<file path="src/rtl/snes_controller_emulator_pkg.sv">
// Shared SNES pad-link constants: button bit positions, frame length and FSM states.
// The host-side pad reader imports the same definitions so both ends agree on bit order.
package snes_controller_emulator_pkg;

    localparam int BUTTON_BITS     = 12;
    localparam int SNES_FRAME_BITS = 16;
    localparam int SR_BITS         = 16;

    localparam int BTN_B      = 0;
    localparam int BTN_Y      = 1;
    localparam int BTN_SELECT = 2;
    localparam int BTN_START  = 3;
    localparam int BTN_UP     = 4;
    localparam int BTN_DOWN   = 5;
    localparam int BTN_LEFT   = 6;
    localparam int BTN_RIGHT  = 7;
    localparam int BTN_A      = 8;
    localparam int BTN_X      = 9;
    localparam int BTN_L      = 10;
    localparam int BTN_R      = 11;

    typedef enum logic [1:0] {
        ST_IDLE  = 2'd0,
        ST_LOAD  = 2'd1,
        ST_SHIFT = 2'd2,
        ST_DONE  = 2'd3
    } state_t;

    // Wire is active-low; the four reserved trailing bits always read released.
    function automatic logic [SR_BITS-1:0] load_word(input logic [BUTTON_BITS-1:0] buttons);
        return {4'b1111, ~buttons};
    endfunction

endpackage

</file>
<file path="src/rtl/snes_controller_emulator_sync_edge_detect.sv">
// Multi-flop synchronizer for an asynchronous host line, followed by a one-flop edge detector
// with registered level/rise/fall outputs.
module sync_edge_detect #(
    parameter int   SYNC_STAGES = 2,
    parameter logic RESET_VAL   = 1'b0
) (
    input  logic clk,
    input  logic reset,
    input  logic async_in,
    output logic level,
    output logic rise,
    output logic fall
);

    logic [SYNC_STAGES-1:0] sync_reg;
    logic                   level_reg;
    logic                   rise_reg;
    logic                   fall_reg;

    always_ff @(posedge clk or posedge reset) begin
        if (reset) begin
            sync_reg[0] <= RESET_VAL;
        end else begin
            sync_reg[0] <= async_in;
        end
    end

    generate
        for (genvar gi = 1; gi < SYNC_STAGES; gi++) begin : g_sync
            always_ff @(posedge clk or posedge reset) begin
                if (reset) begin
                    sync_reg[gi] <= RESET_VAL;
                end else begin
                    sync_reg[gi] <= sync_reg[gi-1];
                end
            end
        end
    endgenerate

    // Strobes are registered so downstream logic sees level and edge from the same flop stage.
    always_ff @(posedge clk or posedge reset) begin
        if (reset) begin
            level_reg <= RESET_VAL;
            rise_reg  <= 1'b0;
            fall_reg  <= 1'b0;
        end else begin
            level_reg <= sync_reg[SYNC_STAGES-1];
            rise_reg  <= sync_reg[SYNC_STAGES-1] & ~level_reg;
            fall_reg  <= ~sync_reg[SYNC_STAGES-1] & level_reg;
        end
    end

    assign level = level_reg;
    assign rise  = rise_reg;
    assign fall  = fall_reg;

endmodule

</file>
<file path="src/rtl/snes_controller_emulator.sv">
// Pad-side responder for the SNES serial link: latches a 12-bit button word on data_latch
// and shifts it out active-low, one bit per rising snes_clk.
module snes_controller_emulator
    import snes_controller_emulator_pkg::*;
#(
    parameter int   SYNC_STAGES = 2,
    parameter int   FRAME_BITS  = SNES_FRAME_BITS,
    parameter logic DONE_LEVEL  = 1'b0
) (
    input  logic                   clk,
    input  logic                   reset,
    input  logic [BUTTON_BITS-1:0] button_data,
    input  logic                   data_latch,
    input  logic                   snes_clk,
    output logic                   serial_data,
    output logic                   frame_done,
    output logic                   busy
);

    localparam logic [4:0] LAST_BIT = 5'(FRAME_BITS - 1);
    localparam logic [4:0] CNT_MAX  = 5'(FRAME_BITS);

    logic latch_level, latch_rise, latch_fall;
    logic clk_level, clk_rise, clk_fall;
    logic unused_edges;

    state_t               state_reg, state_next;
    logic [SR_BITS-1:0]   sr_reg, sr_next;
    logic [4:0]           bit_cnt_reg, bit_cnt_next;
    logic                 busy_reg, busy_next;
    logic                 frame_done_reg, frame_done_next;

    sync_edge_detect #(.SYNC_STAGES(SYNC_STAGES), .RESET_VAL(1'b0)) u_latch_sync (
        .clk      (clk),
        .reset    (reset),
        .async_in (data_latch),
        .level    (latch_level),
        .rise     (latch_rise),
        .fall     (latch_fall)
    );

    sync_edge_detect #(.SYNC_STAGES(SYNC_STAGES), .RESET_VAL(1'b1)) u_clk_sync (
        .clk      (clk),
        .reset    (reset),
        .async_in (snes_clk),
        .level    (clk_level),
        .rise     (clk_rise),
        .fall     (clk_fall)
    );

    assign unused_edges = ^{latch_rise, clk_level, clk_fall};

    always_ff @(posedge clk or posedge reset) begin
        if (reset) begin
            state_reg      <= ST_IDLE;
            sr_reg         <= '1;
            bit_cnt_reg    <= '0;
            busy_reg       <= 1'b0;
            frame_done_reg <= 1'b0;
        end else begin
            state_reg      <= state_next;
            sr_reg         <= sr_next;
            bit_cnt_reg    <= bit_cnt_next;
            busy_reg       <= busy_next;
            frame_done_reg <= frame_done_next;
        end
    end

    always_comb begin
        state_next      = state_reg;
        sr_next         = sr_reg;
        bit_cnt_next    = bit_cnt_reg;
        busy_next       = busy_reg;
        frame_done_next = 1'b0;

        // A held latch overrides everything, aborting any partial frame without frame_done.
        if (latch_level) begin
            state_next   = ST_LOAD;
            sr_next      = load_word(button_data);
            bit_cnt_next = '0;
            busy_next    = 1'b0;
        end else begin
            case (state_reg)
                ST_LOAD: begin
                    if (latch_fall) begin
                        state_next   = ST_SHIFT;
                        bit_cnt_next = '0;
                        busy_next    = 1'b1;
                    end
                end
                ST_SHIFT: begin
                    if (clk_rise) begin
                        sr_next = {1'b1, sr_reg[SR_BITS-1:1]};
                        if (bit_cnt_reg == LAST_BIT) begin
                            state_next      = ST_DONE;
                            bit_cnt_next    = CNT_MAX;
                            busy_next       = 1'b0;
                            frame_done_next = 1'b1;
                        end else begin
                            bit_cnt_next = bit_cnt_reg + 5'd1;
                        end
                    end
                end
                default: begin
                end
            endcase
        end
    end

    always_comb begin
        case (state_reg)
            ST_LOAD, ST_SHIFT: serial_data = sr_reg[0];
            ST_DONE:           serial_data = DONE_LEVEL;
            default:           serial_data = 1'b1;
        endcase
    end

    assign busy       = busy_reg;
    assign frame_done = frame_done_reg;

endmodule

</file>
<file path="config.mk">
export PLATFORM = sky130hd
export DESIGN_NAME = snes_controller_emulator
export DESIGN_NICKNAME = d
export VERILOG_FILES = /design/src/rtl/snes_controller_emulator_pkg.sv /design/src/rtl/snes_controller_emulator_sync_edge_detect.sv /design/src/rtl/snes_controller_emulator.sv
export SDC_FILE = /design/constraint.sdc
export NUM_CORES = 1
export LEC_CHECK = 0
export BUFFER_PORTS_ARGS = -buffer_cell sky130_fd_sc_hd__buf_4
export CAP_MARGIN = 5
export CORE_MARGIN = 2
export CORE_UTILIZATION = 50
export CTS_BUF_LIST = sky130_fd_sc_hd__clkbuf_16
export CTS_CLUSTER_SIZE = 20
export DETAILED_ROUTE_END_ITERATION = 8
export GPL_ROUTABILITY_DRIVEN = 0
export GPL_TIMING_DRIVEN = 0
export PLACE_DENSITY = 0.74
export SETUP_SLACK_MARGIN = 0.1
export SYNTH_ARGS = -nofsm -noshare
export SYNTH_HDL_FRONTEND = slang
export SYNTH_HIERARCHICAL = 1
export SYNTH_SLANG_ARGS = --single-unit
</file>
<file path="constraint.sdc">
create_clock -name clk -period 1.45 [get_ports clk]
set_input_delay 0.145 -clock clk [delete_from_list [all_inputs] [get_ports clk]]
set_output_delay 0.145 -clock clk [all_outputs]
set_load 0.02 [all_outputs]
</file>
==> summary.txt, run 1 <==
Status
  • Status: complete, but fails checks
  • Violated checks: negative setup slack

Yosys
  • Cell area after synthesis: 0.00131 mm^2
  • Mapped Nets: 136
  • Syn Inst Count: 115
  • Ys Warns: 6
  • Avg Synthesized Cell Area: 11.3 um^2

Cells and area
  • Area occupied by registers: 746 um^2
  • Nets: 172
  • # diodes: 0
  • Layout area overhead: 45.4%
  • Commonest non-fill, non-tap cell in the layout: buf_4
  • Largest register FFs: 12
  • Final std cell area, no fill: 0.00190 mm^2
  • Share of post-route cells with drive strength above 1: 0.586
  • Area of the multi-input gates: 663 um^2
  • Fin cells: 182
  • Most frequent cells in the layout: 25 x buf_4, 15 x dfstp_2, 14 x a21oi_1, 13 x dfrtp_1, 9 x a211oi_2
  • Fillers: 152

STA
  • Final critical-path share of the clock period: 1.08
  • RSZ-0062 raised after global routing: yes
  • Final Max Tran Viols: 0
  • Worst slew pin tran: 568 ps
  • Final Skew: 4.80 ps
  • Final setup violation count: 9
  • Max Freq: 637 MHz
  • Final worst path period need: 1570 ps
  • Slew HR: 0.621
  • Final Worst Setup Slack: -120 ps
  • Final Hold Violating Endpoints: 0

Clock network
  • Clock H-tree levels: 2
  • Clk buf depth: 2
  • Root Buffer: clkbuf_16
  • Total CTS buffers: 5
  • CTS sink cnt: 29
  • Skew-Pair Late Insertion Delay: 270 ps
  • TritonCTS clock tree: built
  • Reg clk slew, reported paths: 50 ps

Global route
  • Initial antenna violation count: 0
  • Global-route wire length before repair: 4.69 mm
  • Largest net degree at the start of global routing: 22
  • All-layer global routing usage: 0.224
  • Overflow after GRT: 0
  • Vias in the first global route: 1009

Drt
  • Via count: 1056
  • DRT antenna net count: 0
  • Drt wl/cell: 16.8 um
  • Final wirelength: 3.06 mm
  • Vias per std cell: 5.80
  • Number of detailed-route iterations in the first pass: 4
  • DRC: 0
  • 1st-iter DRT viols: 22

Floorplanning
  • Full die area: 0.00303 mm^2
  • Row count: 18
  • Ports: 19
  • Die W: 55.1 um
  • Die height: 55.1 um
  • Core Region: 0.00248 mm^2
  • Initial Utilization: 0.527

Worst setup path
  • Reg-to-reg critical path endpoint: bit_cnt_reg[2]
  • Crit end category: flop
  • Arrival @ worst endpoint: 1720 ps
  • R2R Setup Slk: -120 ps
  • Critical path type: reg2reg
  • Reg2reg start: state_reg[0]
  • Critical Path RT: 1600 ps
  • Crit path launch type: flop
  • Worst-case reg-to-reg path depth: 5
  • Crit-path max FO: 7

Min path
  • WHS Path Cells: 2
  • HP Start: button_data[9]
  • WHS Endpoint: sr_reg[9]
  • Hold Crit Class: in2reg

Placed design
  • HPWL reported at the end of detailed placement: 1.79 mm
  • DP Area: 0.00154 mm^2
  • Port Buffers: 18
  • Placed cell count: 163

Power and ir drop
  • Power density cells: 1130 mW/mm^2
  • Leakage power: 0.806 nW
  • Maximum vdd ir drop: 1.22 mV

Run
  • Maxcap violations: 0
## final cells by class
type | instances | share of cell area
sequential | 29 | 0.393
multi-input combinational | 73 | 0.349
timing repair buffer | 29 | 0.129
clock buffer | 5 | 0.0659
buffer | 6 | 0.0211
tap | 30 | 0.0198
inverter | 7 | 0.0158
clock inverter | 3 | 0.00659
## critical path, stage by stage (launching register included)
cell	delay, ps
dfrtp_1	430
ha_4	200
mux2i_4	220
buf_4	160
o31ai_1	340
a21oi_2	90
## stage by stage
step                      setup TNS (ps)  total power [W]  hold slack [ps]  setup WS [ps]   util
after floorplan                    -53.8          0.00106            -91.1          -32.6      -
after global placement             -1200          0.00114             47.5           -114  0.623
after detailed placement           -1470          0.00115             57.1           -128  0.623
after CTS                           -342          0.00216             5.32          -76.7  0.753
after global routing               -1190          0.00225             9.89           -174  0.766
final                               -435          0.00215             11.6           -120  0.766
## what timing repair did
action                     in CTS  in global routing
setup endpoints to repair      21                 22
hold buffers                    3                  0
gates cloned                    1                  0
resized for setup              23                  7
hold endpoints to repair       10                  0
buffers inserted                6                  1
pin swaps                       9                  0
## report_power, final
part           leakage, nW  internal (W)  switching [W]
Combinational        0.401      0.000143       0.000135
Sequential           0.337      0.000892      0.0000409
Clock               0.0687      0.000617       0.000326
## routing by layer
layer	wire length (um)	track usage
met5	0	0
met4	37	0.0813
met3	125	0.0672
met2	1600	0.367
met1	1300	0.279
## worst max path at each step
stage	depth (start not counted)	slack, ps	endpoint	startpoint
global placement	6	-110	sr_reg[0]	state_reg[0]
detailed placement	5	-130	bit_cnt_reg[2]	state_reg[1]
CTS	4	-80	bit_cnt_reg[2]	state_reg[0]
finish	5	-120	bit_cnt_reg[2]	state_reg[0]
floorplan	5	-30	bit_cnt_reg[2]	state_reg[1]
global route	6	-170	bit_cnt_reg[2]	state_reg[0]
Power figures use the tool's default switching activity.
==> run 2: changes to the inputs <==
==> constraint.sdc (replaced) <==
create_clock -name clk -period 1.45 [get_ports clk]
set_input_delay 0.29 -clock clk [delete_from_list [all_inputs] [get_ports clk]]
set_output_delay 0.29 -clock clk [all_outputs]
set_load 0.02 [all_outputs]
==> run 2 against run 1 <==
Effect of this change:
- clock skew about the same
- first-iteration DRC count is 4.5% lower
- the run still ends with negative setup slack left
- wire length rose by 16%
- largest cell class unchanged
- worst hold slack better by 110 ps
- critical path depth unchanged
- final cell count up 2.7%
- highest routed layer unchanged
- utilization increased by 5.3 points
- global-route usage is 3.5 points higher
- sequential power is 1% higher
- die area unchanged
==> summary.txt, run 2 (synthesis results as in run 1) <==
Status
  • Status: complete, but fails checks
  • Violated checks: negative setup slack

Drt
  • 1st-iter DRT viols: 21
  • Via count: 1106
  • DRT antenna net count: 0
  • Vias per std cell: 5.91
  • DRC: 0
  • Final wirelength: 3.54 mm
  • Drt wl/cell: 18.9 um
  • Number of detailed-route iterations in the first pass: 4

Clock network
  • Total CTS buffers: 5
  • Root Buffer: clkbuf_16
  • Clk buf depth: 2
  • Clock H-tree levels: 2
  • Skew-Pair Late Insertion Delay: 270 ps
  • CTS sink cnt: 29
  • Reg clk slew, reported paths: 50 ps
  • TritonCTS clock tree: built

Cells and area
  • Layout area overhead: 55.5%
  • Commonest non-fill, non-tap cell in the layout: buf_4
  • # diodes: 0
  • Largest register FFs: 12
  • Most frequent cells in the layout: 27 x buf_4, 15 x dfstp_2, 11 x dfrtp_1, 9 x a211oi_2, 9 x a21oi_1
  • Share of post-route cells with drive strength above 1: 0.694
  • Fillers: 123
  • Fin cells: 187
  • Nets: 177

Placed design
  • Placed cell count: 163
  • HPWL reported at the end of detailed placement: 1.84 mm
  • Port Buffers: 18

STA
  • Final Max Tran Viols: 0
  • WHS: 124 ps
  • Final Hold Violating Endpoints: 0
  • Final worst path period need: 1590 ps
  • Slew HR: 0.471
  • RSZ-0062 raised after global routing: yes
  • Final Skew: 5.29 ps
  • Final critical-path share of the clock period: 1.10
  • Worst slew pin tran: 792 ps
  • Final Worst Setup Slack: -141 ps
  • Max Freq: 629 MHz
  • Final setup violation count: 9

Floorplanning
  • Core Region: 0.00248 mm^2
  • Row count: 18
  • Ports: 19
  • Full die area: 0.00303 mm^2
  • Die W: 55.1 um
  • Die height: 55.1 um
  • Initial Utilization: 0.527

Run
  • Maxcap violations: 0

Worst setup path
  • Critical path launch point: state_reg[0]
  • Crit end category: primary output
  • Critical Path RT: 1160 ps
  • Crit-path max FO: 3
  • R2R Setup Slk: -120 ps
  • Reg2reg start: state_reg[1]
  • Critical path type: reg2out
  • Crit path launch type: flop
  • Arrival @ worst endpoint: 1300 ps

Global route
  • Largest net degree at the start of global routing: 22
  • Initial antenna violation count: 0
  • Overflow after GRT: 0
  • Vias in the first global route: 1058
  • Global-route wire length before repair: 5.17 mm
  • All-layer global routing usage: 0.259

Min path
  • Hold Crit Class: in2reg
  • HP Start: snes_clk

Power and ir drop
  • Leakage power: 0.846 nW
  • Maximum vdd ir drop: 1.23 mV
  • Power density cells: 1100 mW/mm^2
-- run 2: path summary, 6_finish.rpt --
path                                            end  depth (start not counted)
min reg2reg                u_latch_sync/sync_reg[1]                          0
max in group asynchronous              state_reg[0]                          2
min                          u_clk_sync/sync_reg[0]                          1
min in group asynchronous            bit_cnt_reg[0]                          2
max reg2reg                          bit_cnt_reg[2]                          5
max                                     serial_data                          5
-- run 2: what timing repair did --
action                                  in CTS  in global routing
buffers inserted                             8                  6
gates cloned                                 1                  0
hold endpoints to repair                     5                  0
resized for setup                           27                 33
pin swaps                                   12                 17
endpoints found under the setup margin      21                 22
hold buffers                                 1                  0
-- run 2: through the flow --
stage	area [um^2]	setup TNS [ps]	total power, W	util	worst slack (ps)
finish	2030	-752	0.00222	0.819	-141
global route	2030	-1350	0.00231	0.819	-196
CTS	1870	-468	0.00218	0.756	-161
detailed placement	1550	-1820	0.00115	0.625	-175
global placement	1550	-1080	0.00114	0.625	-102
floorplan	1380	-53.8	0.00107	-	-32.6
-- run 2: layout make-up --
| cell class | count | area, um^2 | area share |
|---|---|---|---|
| Clock inverter | 3 | 17.5 | 0.00863 |
| Multi-Input combinational cell | 73 | 746 | 0.367 |
| Buffer | 6 | 45.0 | 0.0222 |
| Timing Repair Buffer | 34 | 284 | 0.140 |
| Clock buffer | 5 | 125 | 0.0617 |
| Tap cell | 30 | 37.5 | 0.0185 |
| Inverter | 7 | 26.3 | 0.0129 |
| Sequential cell | 29 | 748 | 0.369 |
-- run 2: worst max-delay path, stage by stage, from the launching register on --
cell	delay (ps)
dfrtp_2	410
inv_2	70
ha_4	280
nor2_4	30
a21oi_2	90
buf_4	150
-- run 2: metal layers --
layer,GRT usage,vias to the layer above,routed length (um)
li1,-,500,-
met1,0.309,558,1440
met2,0.423,35,1820
met3,0.0806,13,163
met4,0.126,0,120
met5,0,-,0
-- run 2: power breakdown --
part / leakage, nW / switching, W / internal, W
combinational: 0.442 / 0.000155 / 0.000162
clock: 0.0696 / 0.000338 / 0.000626
sequential: 0.335 / 0.0000507 / 0.000892
